<file path="config.mk">
export PLATFORM = sky130hd
export DESIGN_NAME = vga_timing
export DESIGN_NICKNAME = d
export VERILOG_FILES = /design/src/rtl/vga_timing.sv
export SDC_FILE = /design/constraint.sdc
export NUM_CORES = 1
export LEC_CHECK = 0
export ABC_AREA = 1
export BUFFER_PORTS_ARGS = -buffer_cell sky130_fd_sc_hd__buf_2
export CAP_MARGIN = 20
export CORE_ASPECT_RATIO = 1.5
export CORE_UTILIZATION = 32
export DETAILED_ROUTE_END_ITERATION = 10
export GPL_TIMING_DRIVEN = 0
export PLACE_DENSITY = 0.52
export SYNTH_ARGS = -nofsm -noshare
export SYNTH_HDL_FRONTEND = slang
export SYNTH_SLANG_ARGS = --single-unit
</file>
<file path="constraint.sdc">
create_clock -name clk_50MHz -period 1.6 [get_ports clk_50MHz]
set_input_delay 0.24 -clock clk_50MHz [delete_from_list [all_inputs] [get_ports clk_50MHz]]
set_output_delay 0.24 -clock clk_50MHz [all_outputs]
set_load 0.03 [all_outputs]
</file>
<file path="src/rtl/vga_timing.sv">
// VGA raster timing generator: divides the system clock by two into a pixel
// strobe, walks the raster position and decodes sync, blanking and end-of pulses.
module vga_timing #(
  parameter int H_RES        = 640,
  parameter int H_FP         = 16,
  parameter int H_SYNC       = 96,
  parameter int H_BP         = 48,
  parameter int V_RES        = 480,
  parameter int V_FP         = 10,
  parameter int V_SYNC       = 2,
  parameter int V_BP         = 33,
  parameter int COUNTER_BITS = 10
) (
  input  logic                    clk_50MHz,
  input  logic                    clear,
  output logic                    clk_25MHz,
  output logic                    pix_en,
  output logic [COUNTER_BITS-1:0] h_count,
  output logic [COUNTER_BITS-1:0] v_count,
  output logic                    h_sync,
  output logic                    v_sync,
  output logic                    bright,
  output logic                    line_end,
  output logic                    frame_end
);

  localparam int H_TOTAL = H_RES + H_FP + H_SYNC + H_BP;
  localparam int V_TOTAL = V_RES + V_FP + V_SYNC + V_BP;

  localparam logic [COUNTER_BITS-1:0] H_MAX     = COUNTER_BITS'(H_TOTAL - 1);
  localparam logic [COUNTER_BITS-1:0] V_MAX     = COUNTER_BITS'(V_TOTAL - 1);
  localparam logic [COUNTER_BITS-1:0] H_VIS     = COUNTER_BITS'(H_RES);
  localparam logic [COUNTER_BITS-1:0] V_VIS     = COUNTER_BITS'(V_RES);
  localparam logic [COUNTER_BITS-1:0] H_SYNC_LO = COUNTER_BITS'(H_RES + H_FP);
  localparam logic [COUNTER_BITS-1:0] H_SYNC_HI = COUNTER_BITS'(H_RES + H_FP + H_SYNC);
  localparam logic [COUNTER_BITS-1:0] V_SYNC_LO = COUNTER_BITS'(V_RES + V_FP);
  localparam logic [COUNTER_BITS-1:0] V_SYNC_HI = COUNTER_BITS'(V_RES + V_FP + V_SYNC);

  logic h_last;
  logic v_last;

  // The pixel strobe is the divided clock itself, so the advance happens at
  // the system edge that ends the high half of each pixel period.
  assign pix_en = clk_25MHz;
  assign h_last = (h_count == H_MAX);
  assign v_last = (v_count == V_MAX);

  always_ff @(posedge clk_50MHz) begin
    if (clear) begin
      clk_25MHz <= 1'b0;
      h_count   <= '0;
      v_count   <= '0;
    end else begin
      clk_25MHz <= ~clk_25MHz;
      if (pix_en) begin
        if (h_last) begin
          h_count <= '0;
          v_count <= v_last ? '0 : v_count + 1'b1;
        end else begin
          h_count <= h_count + 1'b1;
        end
      end
    end
  end

  assign h_sync    = ~((h_count >= H_SYNC_LO) && (h_count < H_SYNC_HI));
  assign v_sync    = ~((v_count >= V_SYNC_LO) && (v_count < V_SYNC_HI));
  assign bright    = (h_count < H_VIS) && (v_count < V_VIS);
  assign line_end  = pix_en && h_last;
  assign frame_end = line_end && v_last;

endmodule

</file>
Word-level counts from Yosys, hierarchy flattened:

Cells that the tools add are included.

* logic and storage cells: 24
* register bits after elaboration: 21
* input port bits: 2

* mux-type cells: 2
* bitwise logic cells: 3
* reduce and logical (&&, ||, !) cells: 6
* $add $sub $neg: 2
* $lt $le $gt $ge: 6
* equality and inequality tests: 2

Operators by type and width (number)
* adder 10 x 1 -> 10 bit, second input constant: 2
* == test 10 bit, second input constant: 2
* less-than comparator 10 bit, second input constant: 2
* less-than comparator 10 x 9 -> 1 bit, second input constant: 2
* 2-to-1 mux 10 bit: 2
* >= comparator 10 bit, second input constant: 1
* >= comparator 10 x 9 -> 1 bit, second input constant: 1
* logical AND 1 bit: 5
* inverter 1 bit: 3
* AND reduction 2 bit: 1

Logic depth before layout (Yosys ltp):

Gate-level depths: netlist of run 1.

* depth after elaboration: 3
* depth in mapped cells: 9
* mapped depth without buffers: 8

Least setup slack after synthesis of run 1:

OpenSTA, ideal clock, no wires.

* path kind: flip-flop to output port
* from: register h_count[1]
* to: output port frame_end
* setup slack: -0.178 ns
* cell stages (with the launch flop): 8
* data required time: 1.360 ns
* path buffers: 0
* arrival: 1.538 ns
* cells stage by stage: dfxtp_1 -> ha_1 -> nand2_4 -> nor2_4 -> nand2_4 -> nor2_8 -> nand2_1 -> inv_1

* longest elaborated chain between the ends: 3

Ends and longest elaborated chain
* start, declared: line 18 `output logic [COUNTER_BITS-1:0] h_count,`
* start signal, assigned: line 60 `h_count <= h_count + 1'b1;`
* == test 10 bit: line 45 `assign h_last = (h_count == H_MAX);`
* logical AND 1 bit: line 69 `assign line_end = pix_en && h_last;`
* logical AND 1 bit: line 70 `assign frame_end = line_end && v_last;`
* end, declared: line 24 `output logic frame_end`

Every way passes these cells.

Final worst setup path of run 1:

* from: register h_count[0]
* to: output port line_end

* longest elaborated chain between the ends: 2

Ends and longest elaborated chain
* == test 10 bit: line 45
* logical AND 1 bit: line 69
* end, declared: line 23 `output logic line_end,`

Every way passes these cells.

==> flow_summary.ini, run 1 <==
[timing]
fin_tns_setup_ps = -77.9
post-route-min-period_ps = 1640
skew_ps = 6.03
finalHoldViolCount = 0
rsz0062_at_grt = yes
post-route-period-util_pct = 103
setup_viol = 2
fmax_ghz = 0.610
drv_slew = 0
fin_hold_ws_ps = 356
max_slew_margin_pct = 72.2
max_slew.worst_pin.slew_ps = 417
worst_slack_ps = -40.0

[clock_tree]
cts_buffers = 3
h-tree-depth = 1
clockRootBuffer = clkbuf_8
insertion_delay_ps = 260
clk_pin_slew_worst_paths_ps = 80
cts.path.max_buffers = 2
cts_sinks = 21
cts_tree = built

[setup_path]
critPathTopFamily = simple AND/OR/NAND/NOR gates
cp.required_ps = 1360
crit_arrival_ps = 1400
r2r_cells = 11
start_kind = flip-flop
cp_slowest_cell = dfxtp_4
end_kind = output pin
worst-path-max-fanout = 4
slowest_delay_ps = 360
critical_path_depth = 7
critical_path_class = flip-flop to output pin
crit_top_cell = nand2_4
path_buf_inv = 2
path_cells = ha_4 -> nand2_4 -> nor2_4 -> nand2_4 -> nor2_8 -> buf_12 -> buf_8

[cells_and_area]
diodes = 0
drive_gt1_share_pct = 38.7
syn_to_final_growth_pct = 35.7
nets = 230
post-route-cell-area_sq_um = 1720
post-route-util_pct = 46.2

[routing]
viasPerCell = 4.94
ant_nets = 0
drt_wl_total_mm = 3.35
dr.pass1.iters = 4
drt_iter0_markers = 52
route.vias.total = 1308
post-route-drc-count = 0
wl_per_cell_microns = 12.7

[yosys]
synth-edff-count = 0
synth-async-reset-ratio_pct = 0
yosys_warnings = 0
postSynthAreaPerCell_sq_um = 7.19
ys_ff_latch = 21
synth_top_area_share_pct = 33.2
ys.flop_type = dfxtp_1
syn-num-nets = 183
synthCells = 176
synth_cell_type_count = 34
syn_area_sq_um = 1260
synth_area_leaders = dfxtp_1 (33%), nand2_1 (10%), nor2_1 (9.8%)
yosysSeqAreaShare_pct = 33.2
synth_top_area_cell = dfxtp_1

[placed_design]
placement.io_buffers = 27
dp.final_hpwl_mm = 2.40
gp_congestion = 0.847
placed_cell_area_sq_um = 1460
dpl_worst_slack_ps = -71.5

[min_path]
holdPathStages = 2
hold_path.class = input port to flip-flop

[die]
floorplan.initialDensity_pct = 34.0
pin_count = 29
fp-row-count = 27
die_area_sq_um = 4210
coreArea_sq_um = 3720
dieHeight_microns = 79.0
die_x_microns = 53.3

[power]
p_leak_nw = 0.791
peakVddDrop_mv = 0.298
p_per_area_nw_per_um2 = 550

[run]
cap_violations = 0

[global_route]
grt_overflow = 0
grt_pass1_wl_mm = 5.33
gr-usage-all-layers_pct = 16.7
grt_max_degree = 12
antenna_found_initial = 0
first_global_vias = 1242

[run_status]
violations = setup timing
status = finished with violations
==> flip-flops by register name (all words and copies together) (netlist names) <==
name	cells
v_count	10
h_count	10
clk_25MHz	1
==> worst paths after layout <==
check	start	endpoint	slack [ps]
setup / recovery	h_count[0]	line_end	-40
hold / removal	clear	h_count[2]	360
setup reg to reg	h_count[0]	v_count[4]	50
hold reg to reg	v_count[8]	v_count[8]	510
==> synth_stat cells (all sizes together) (2+ instances only) <==
cell,count
buf,3
ha,5
o21ai,3
nand3,17
a21oi,11
nor2,36
inv,22
nor3,7
nand4,2
dfxtp,21
nand2,38
==> repair_timing <==
item | 4_1_cts | 5_1_grt
endpoints found under the hold margin | 0 | 0
cloned | 0 | 0
resized for setup | 25 | 9
hold buffers | 0 | 0
setup buffers | 13 | 2
pin swaps | 6 | 5
setup endpoints to repair | 5 | 7
==> worst register-to-register path, delay by kind of cell (launching register included) <==
family / cells / cell delay, ps
and+or+nand+nor: 6 / 540
buffers and inverters: 3 / 370
DFF: 1 / 360
adders and majority gates: 1 / 150
AOI/OAI and AO/OA: 1 / 40
==> layout by cell type (no fill, tap or decap), types with 2 or more instances in the layout <==
cell type  instances
a21oi_1            8
a21oi_2            3
buf_2             24
buf_4             17
buf_6              2
clkbuf_1           2
clkbuf_8           3
dfxtp_1            6
dfxtp_2            9
dfxtp_4            6
ha_1               4
inv_1             20
inv_2              2
nand2_1           31
nand2_2            3
nand2_4            4
nand3_1           14
nand3_2            2
nand4_1            2
nor2_1            32
nor2_4             2
nor3_1             6
o21ai_0            3
==> cells by family (layout without fill, tap and decap cells) <==
logic type / Yosys count / count (layout) / synth area share (%)
xor+xnor: 2 / 2 / 1.39
compound gates: 19 / 19 / 10.1
flops: 21 / 21 / 33.2
buf+inv: 26 / 72 / 9.89
simple gates: 103 / 103 / 40.5
fa+ha+maj: 5 / 5 / 4.95
==> metal layers <==
layer  up-vias  track usage [%]  part of all wire [%]
met2        37             29.3                    53
li1        656                -                     -
met5         -                0                     0
met4         0             6.05                  0.57
met3         2             1.92                   3.8
met1       613             20.0                    43
==> per-stage QoR <==
stage          power (mW)  cells
6_report            0.943    265
5_1_grt             0.984    265
3_5_place_dp        0.609    246
2_1_floorplan       0.592    176
4_1_cts             0.959    263
3_3_place_gp        0.607    246
==> report_power, final <==
part           internal (mW)  switching (mW)
registers              0.520         0.00555
clock network          0.177           0.172
logic                 0.0233          0.0455
total                  0.720           0.223
==> cell type report <==
type,count,area [sq um]
inverter,22,82.6
multi-input combinational,129,772
buffer,4,42.5
fill,393,2000
sequential,21,454
tap,43,53.8
clock buffer,4,45.0
timing repair buffer,42,267
(Power assumes the default switching activity.)
==> run 2, diff against run 1 <==
MAX_ROUTING_LAYER = met4   (was not set)
TNS_END_PERCENT = 5   (was not set)
==> run 2 against run 1 <==
- sequential power hardly changed
- highest routed layer unchanged
- utilization fell by 0.98 points
- cell area decreased by 2.1%
- non-clock buffer count is 4 lower
- register-to-register slack improved by 30 ps
- sequential share of layout area increased by 0.42 points
- count of clock-buffer cells in the layout fell by 1
- largest power group unchanged
- fmax rose by 0.42%
- setup slack improved by 6.9 ps
- the flow still finishes with violations (setup timing)
- combinational power rose by 0.9%
- global-route usage up 0.71 points
- critical path depth up 1
==> flow_summary.ini, run 2 (synthesis results as in run 1) <==
[run_status]
status = finished with violations
violations = setup timing

[power]
clkPwrFrac_pct = 37.5
p_leak_nw = 0.755
switching_share_pct = 24.7
cellInternalPower_mw = 0.719
p_per_area_nw_per_um2 = 568
peakVddDrop_mv = 0.324
pwr-share-comb_pct = 7.3
seq_power_share_pct = 55.2
switchingPower_mw = 0.236

[timing]
post-route-min-period_ps = 1630
rsz0062_at_grt = yes
fmax_ghz = 0.612
worst_slack_ps = -33.1
drv_slew = 0
max_slew_margin_pct = 70.6
skew_ps = 2.48
post-route-period-util_pct = 102
finalHoldViolCount = 0
setup_viol = 3
max_slew.worst_pin.slew_ps = 441

[global_route]
grt_max_degree = 13
first_global_vias = 1234
gr-usage-all-layers_pct = 17.4
grt_overflow = 0
antenna_found_initial = 0
grt_pass1_wl_mm = 5.35

[clock_tree]
clockRootBuffer = clkbuf_8
cts_hold_buf = 0
insertion_delay_ps = 260
clk_pin_slew_worst_paths_ps = 80
cts.path.max_buffers = 2
cts_tree = built
h-tree-depth = 1
cts_sinks = 21
cts_buffers = 3

[routing]
wl_per_cell_microns = 12.3
top_layer = met4
drt_iter0_markers = 45
met3_length_microns = 74
viasPerCell = 4.84
met1_length_mm = 1.36
post-route-drc-count = 0
dr.pass1.iters = 4
drt_wl_total_mm = 3.21
route.vias.total = 1262
wl_met2_mm = 1.71
ant_nets = 0

[placed_design]
dpl_worst_slack_ps = -78.6
placed_cell_area_sq_um = 1460
gp_congestion = 0.830
dp.final_hpwl_mm = 2.38
placement.io_buffers = 27

[cells_and_area]
nFillCells = 388
nets = 226
diodes = 0
layout_common_cells = nand2_1 (32), nor2_1 (32), buf_2 (25)
reg_top3 = h_count: 10 flops, v_count: 10 flops, clk_25MHz: 1 flops
post-route-cell-area_sq_um = 1680
syn_to_final_growth_pct = 32.8
drive_gt1_share_pct = 38.5

[die]
floorplan.initialDensity_pct = 34.0
dieHeight_microns = 79.0
pin_count = 29
die_area_sq_um = 4210
die_x_microns = 53.3
fp-row-count = 27
coreArea_sq_um = 3720

[setup_path]
crit_arrival_ps = 1390
end_kind = output pin
start_kind = flip-flop
critical_path_class = flip-flop to output pin
cp.required_ps = 1360
worst-path-max-fanout = 4

[min_path]
hold_path.class = input port to flip-flop

[run]
cap_violations = 0
==> run 2: stage by stage <==
stage          utilization, %  setup TNS, ps  cells  hold WS, ps  power (mW)
2_1_floorplan               -          -25.4    176          540       0.592
3_3_place_gp             39.2           -112    246          477       0.607
3_5_place_dp             39.2           -155    246          482       0.608
4_1_cts                  43.5           -342    259          382       0.974
5_1_grt                  45.2           -386    261          417       0.997
6_report                 45.2          -78.0    261          367       0.954
==> run 2: what timing repair did <==
| item | CTS | global route |
|---|---|---|
| pin swaps | 4 | 6 |
| endpoints found under the setup margin | 5 | 13 |
| resized for setup | 14 | 19 |
| gates cloned | 0 | 0 |
| setup buffers | 9 | 2 |
==> run 2: area by class of cell <==
class / count / area, sq um / share of cell area, %
multi-input cells: 129 / 769 / 45.8
flip-flops and latches: 21 / 452 / 26.9
clock buffers: 3 / 41.3 / 2.46
clock inverters: 1 / 5.00 / 0.298
repair buffers: 38 / 234 / 13.9
inverters: 22 / 82.6 / 4.91
plain buffers: 4 / 42.5 / 2.53
well taps: 43 / 53.8 / 3.20
==> run 2: routing by layer <==
metal | global-route usage [%] | up-vias
met3 | 1.92 | 7
li1 | - | 645
met1 | 18.3 | 583
met2 | 30.8 | 27
met5 | - | -
met4 | 8.68 | 0
==> run 2: power by group through the flow <==
stage | registers [mW] | logic, mW | clock network [mW]
after CTS | 0.532 | 0.0694 | 0.373
after global routing | 0.528 | 0.0777 | 0.391
after floorplan | 0.557 | 0.0347 | 0
after detailed placement | 0.547 | 0.0609 | 0
after global placement | 0.547 | 0.0602 | 0
final | 0.527 | 0.0693 | 0.358
==> run 2: final timing paths <==
path                   start          to  slack, ps  depth (start not counted)
setup / recovery  h_count[0]   frame_end        -30                          8
hold / removal         clear  h_count[2]        370                          2
setup reg to reg  h_count[1]  v_count[7]         80                          9
hold reg to reg   v_count[8]  v_count[8]        510                          2
==> run 2: critical path: stages, from the launching register on <==
cell	delay [ps]
dfxtp_4	360
ha_4	140
nand2_4	50
nor2_4	110
nand2_4	80
nor2_8	150
nand2_4	60
inv_2	50
buf_6	120
==> run 3, diff against run 2 <==
CORE_UTILIZATION = 53   (was 32)
PLACE_DENSITY = 0.79   (was 0.52)
==> run 3 against run 2 <==
- the flow still finishes with violations (setup timing)
- first-iteration DRC count increased by 16%
- wire length decreased by 2.4%
- cell area decreased by 3.9%
- global-route usage increased by 9.1 points
- flip-flop and latch count unchanged
- final cell count decreased by 8.0%
- combinational power decreased by 2%
- register-to-register slack about the same
- count of clock-buffer cells in the layout unchanged
- largest cell class unchanged
- highest routed layer unchanged
==> flow_summary.ini, run 3 (synthesis results as in run 1) <==
[run_status]
status = finished with violations
violations = setup timing

[routing]
wl_per_cell_microns = 13.1
viasPerCell = 5.43
ant_nets = 0
drt_iter0_markers = 52
drt_wl_total_mm = 3.13
dr.pass1.iters = 5
route.vias.total = 1303
post-route-drc-count = 0

[cells_and_area]
layout_common_cells = nand2_1 (32), nor2_1 (32), buf_2 (24)
nFillCells = 191
instances_no_fill = 240
syn_to_final_growth_pct = 27.7
register_area_sq_um = 442
diodes = 0
drive_gt1_share_pct = 36.9
multi_input_area_sq_um = 759
nets = 225
reg_top3 = h_count: 10 flops, v_count: 10 flops, clk_25MHz: 1 flops

[timing]
fin_tns_setup_ps = -321
rsz0062_at_grt = yes
max_slew_margin_pct = 73.9
finalHoldViolCount = 0
setup_viol = 3
post-route-min-period_ps = 1740
worst_slack_ps = -140
drv_slew = 0
skew_ps = 2.96
post-route-period-util_pct = 109
max_slew.worst_pin.slew_ps = 391
fmax_ghz = 0.575

[clock_tree]
h-tree-depth = 1
clk_pin_slew_worst_paths_ps = 120
cts_sinks = 21
clockRootBuffer = clkbuf_4
cts_buffers = 3
insertion_delay_ps = 310
cts.path.max_buffers = 2
cts_tree = built
cts_hold_buf = 0

[global_route]
first_global_vias = 1157
gr-usage-all-layers_pct = 26.5
grt_overflow = 0
grt_pass1_wl_mm = 5.09
grt_max_degree = 13
antenna_found_initial = 0

[power]
pwr-share-comb_pct = 7.9
p_per_area_nw_per_um2 = 536
peakVddDrop_mv = 0.468
total_power_mw = 0.865
switching_share_pct = 25.7
clkPwrFrac_pct = 30.8
switchingPower_mw = 0.223
seq_power_share_pct = 61.4
p_leak_nw = 0.728
cellInternalPower_mw = 0.643

[setup_path]
r2r_end = v_count[3]
crit_arrival_ps = 1500
r2r_slack_ps = 70
start_kind = flip-flop
worst-path-max-fanout = 3
r2r_cells = 10
startpoint = h_count[0]
cp.required_ps = 1360
r2r_start = h_count[0]
end_kind = output pin
critical_path_class = flip-flop to output pin

[die]
die_area_sq_um = 2590
fp-row-count = 21
pin_count = 29
die_x_microns = 41.9
coreArea_sq_um = 2230
dieHeight_microns = 61.8
floorplan.initialDensity_pct = 56.6

[min_path]
hold_path_end = h_count[2]
hold_path.class = input port to flip-flop
holdPathStages = 2
min_from = clear

[placed_design]
dp.final_hpwl_mm = 2.20
placement.io_buffers = 27
dp.cells = 226
gp_congestion = 0.858

[run]
cap_violations = 0
-- run 3: cell types whose count changed in the layout (fill, tap and decap cells not counted), moves of 2 or more --
cell	before	now
clkbuf_4	0	3
clkbuf_8	3	0
dfxtp_4	5	2
dfxtp_1	6	8
-- run 3: how the worst max path moves through the flow --
stage / to / slack (ps) / depth (start not counted)
floorplan: v_sync / -30 / 3
global placement: frame_end / -40 / 8
detailed placement: frame_end / -60 / 8
CTS: frame_end / -170 / 8
global route: frame_end / -190 / 8
finish: frame_end / -140 / 8
-- run 3: repair_timing --
| action | in CTS | in global routing |
|---|---|---|
| setup endpoints to repair | 5 | 16 |
| buffers inserted | 9 | 1 |
| pin swaps | 4 | 5 |
| resized for setup | 17 | 11 |
-- run 3: worst max-delay path, cell delays in order (launching register included) --
cell,delay (ps)
dfxtp_2,380
ha_4,150
nand2_4,50
nor2_4,130
nand2_4,90
nor2_8,130
nand2_2,80
inv_2,50
buf_6,120
-- run 3: layer usage --
metal | vias to the layer above | global-route usage [%] | share of wire [%]
met5 | - | - | 0
met4 | 0 | 14.3 | 3.2
met3 | 9 | 2.60 | 5.1
met2 | 53 | 48.4 | 53
met1 | 596 | 28.4 | 39
li1 | 645 | - | -
-- run 3: per-stage QoR --
stage          cell area, sq um  util [%]  setup slack (ps)  hold slack (ps)
2_1_floorplan              1270         -             -25.4              540
3_3_place_gp               1430      64.1             -36.6              474
3_5_place_dp               1430      64.1             -57.9              485
6_report                   1620      72.3              -140              279
4_1_cts                    1580      70.8              -172              288
5_1_grt                    1620      72.3              -189              304
-- run 3: cell type report --
type	count	area share [%]
Inverter	22	5.11
Timing Repair Buffer	37	14.4
Clock buffer	3	1.39
Clock inverter	1	0.310
Buffer	4	2.63
Multi-Input combinational cell	129	47.0
Sequential cell	21	27.3
Tap cell	23	1.78
-- run 3: power by group through the flow --
stage                     Sequential (mW)  Clock, mW  Combinational (mW)
after global placement              0.546          0              0.0584
after floorplan                     0.557          0              0.0347
after CTS                           0.533      0.265              0.0674
after global routing                0.532      0.288              0.0758
final                               0.531      0.266              0.0680
after detailed placement            0.547          0              0.0594
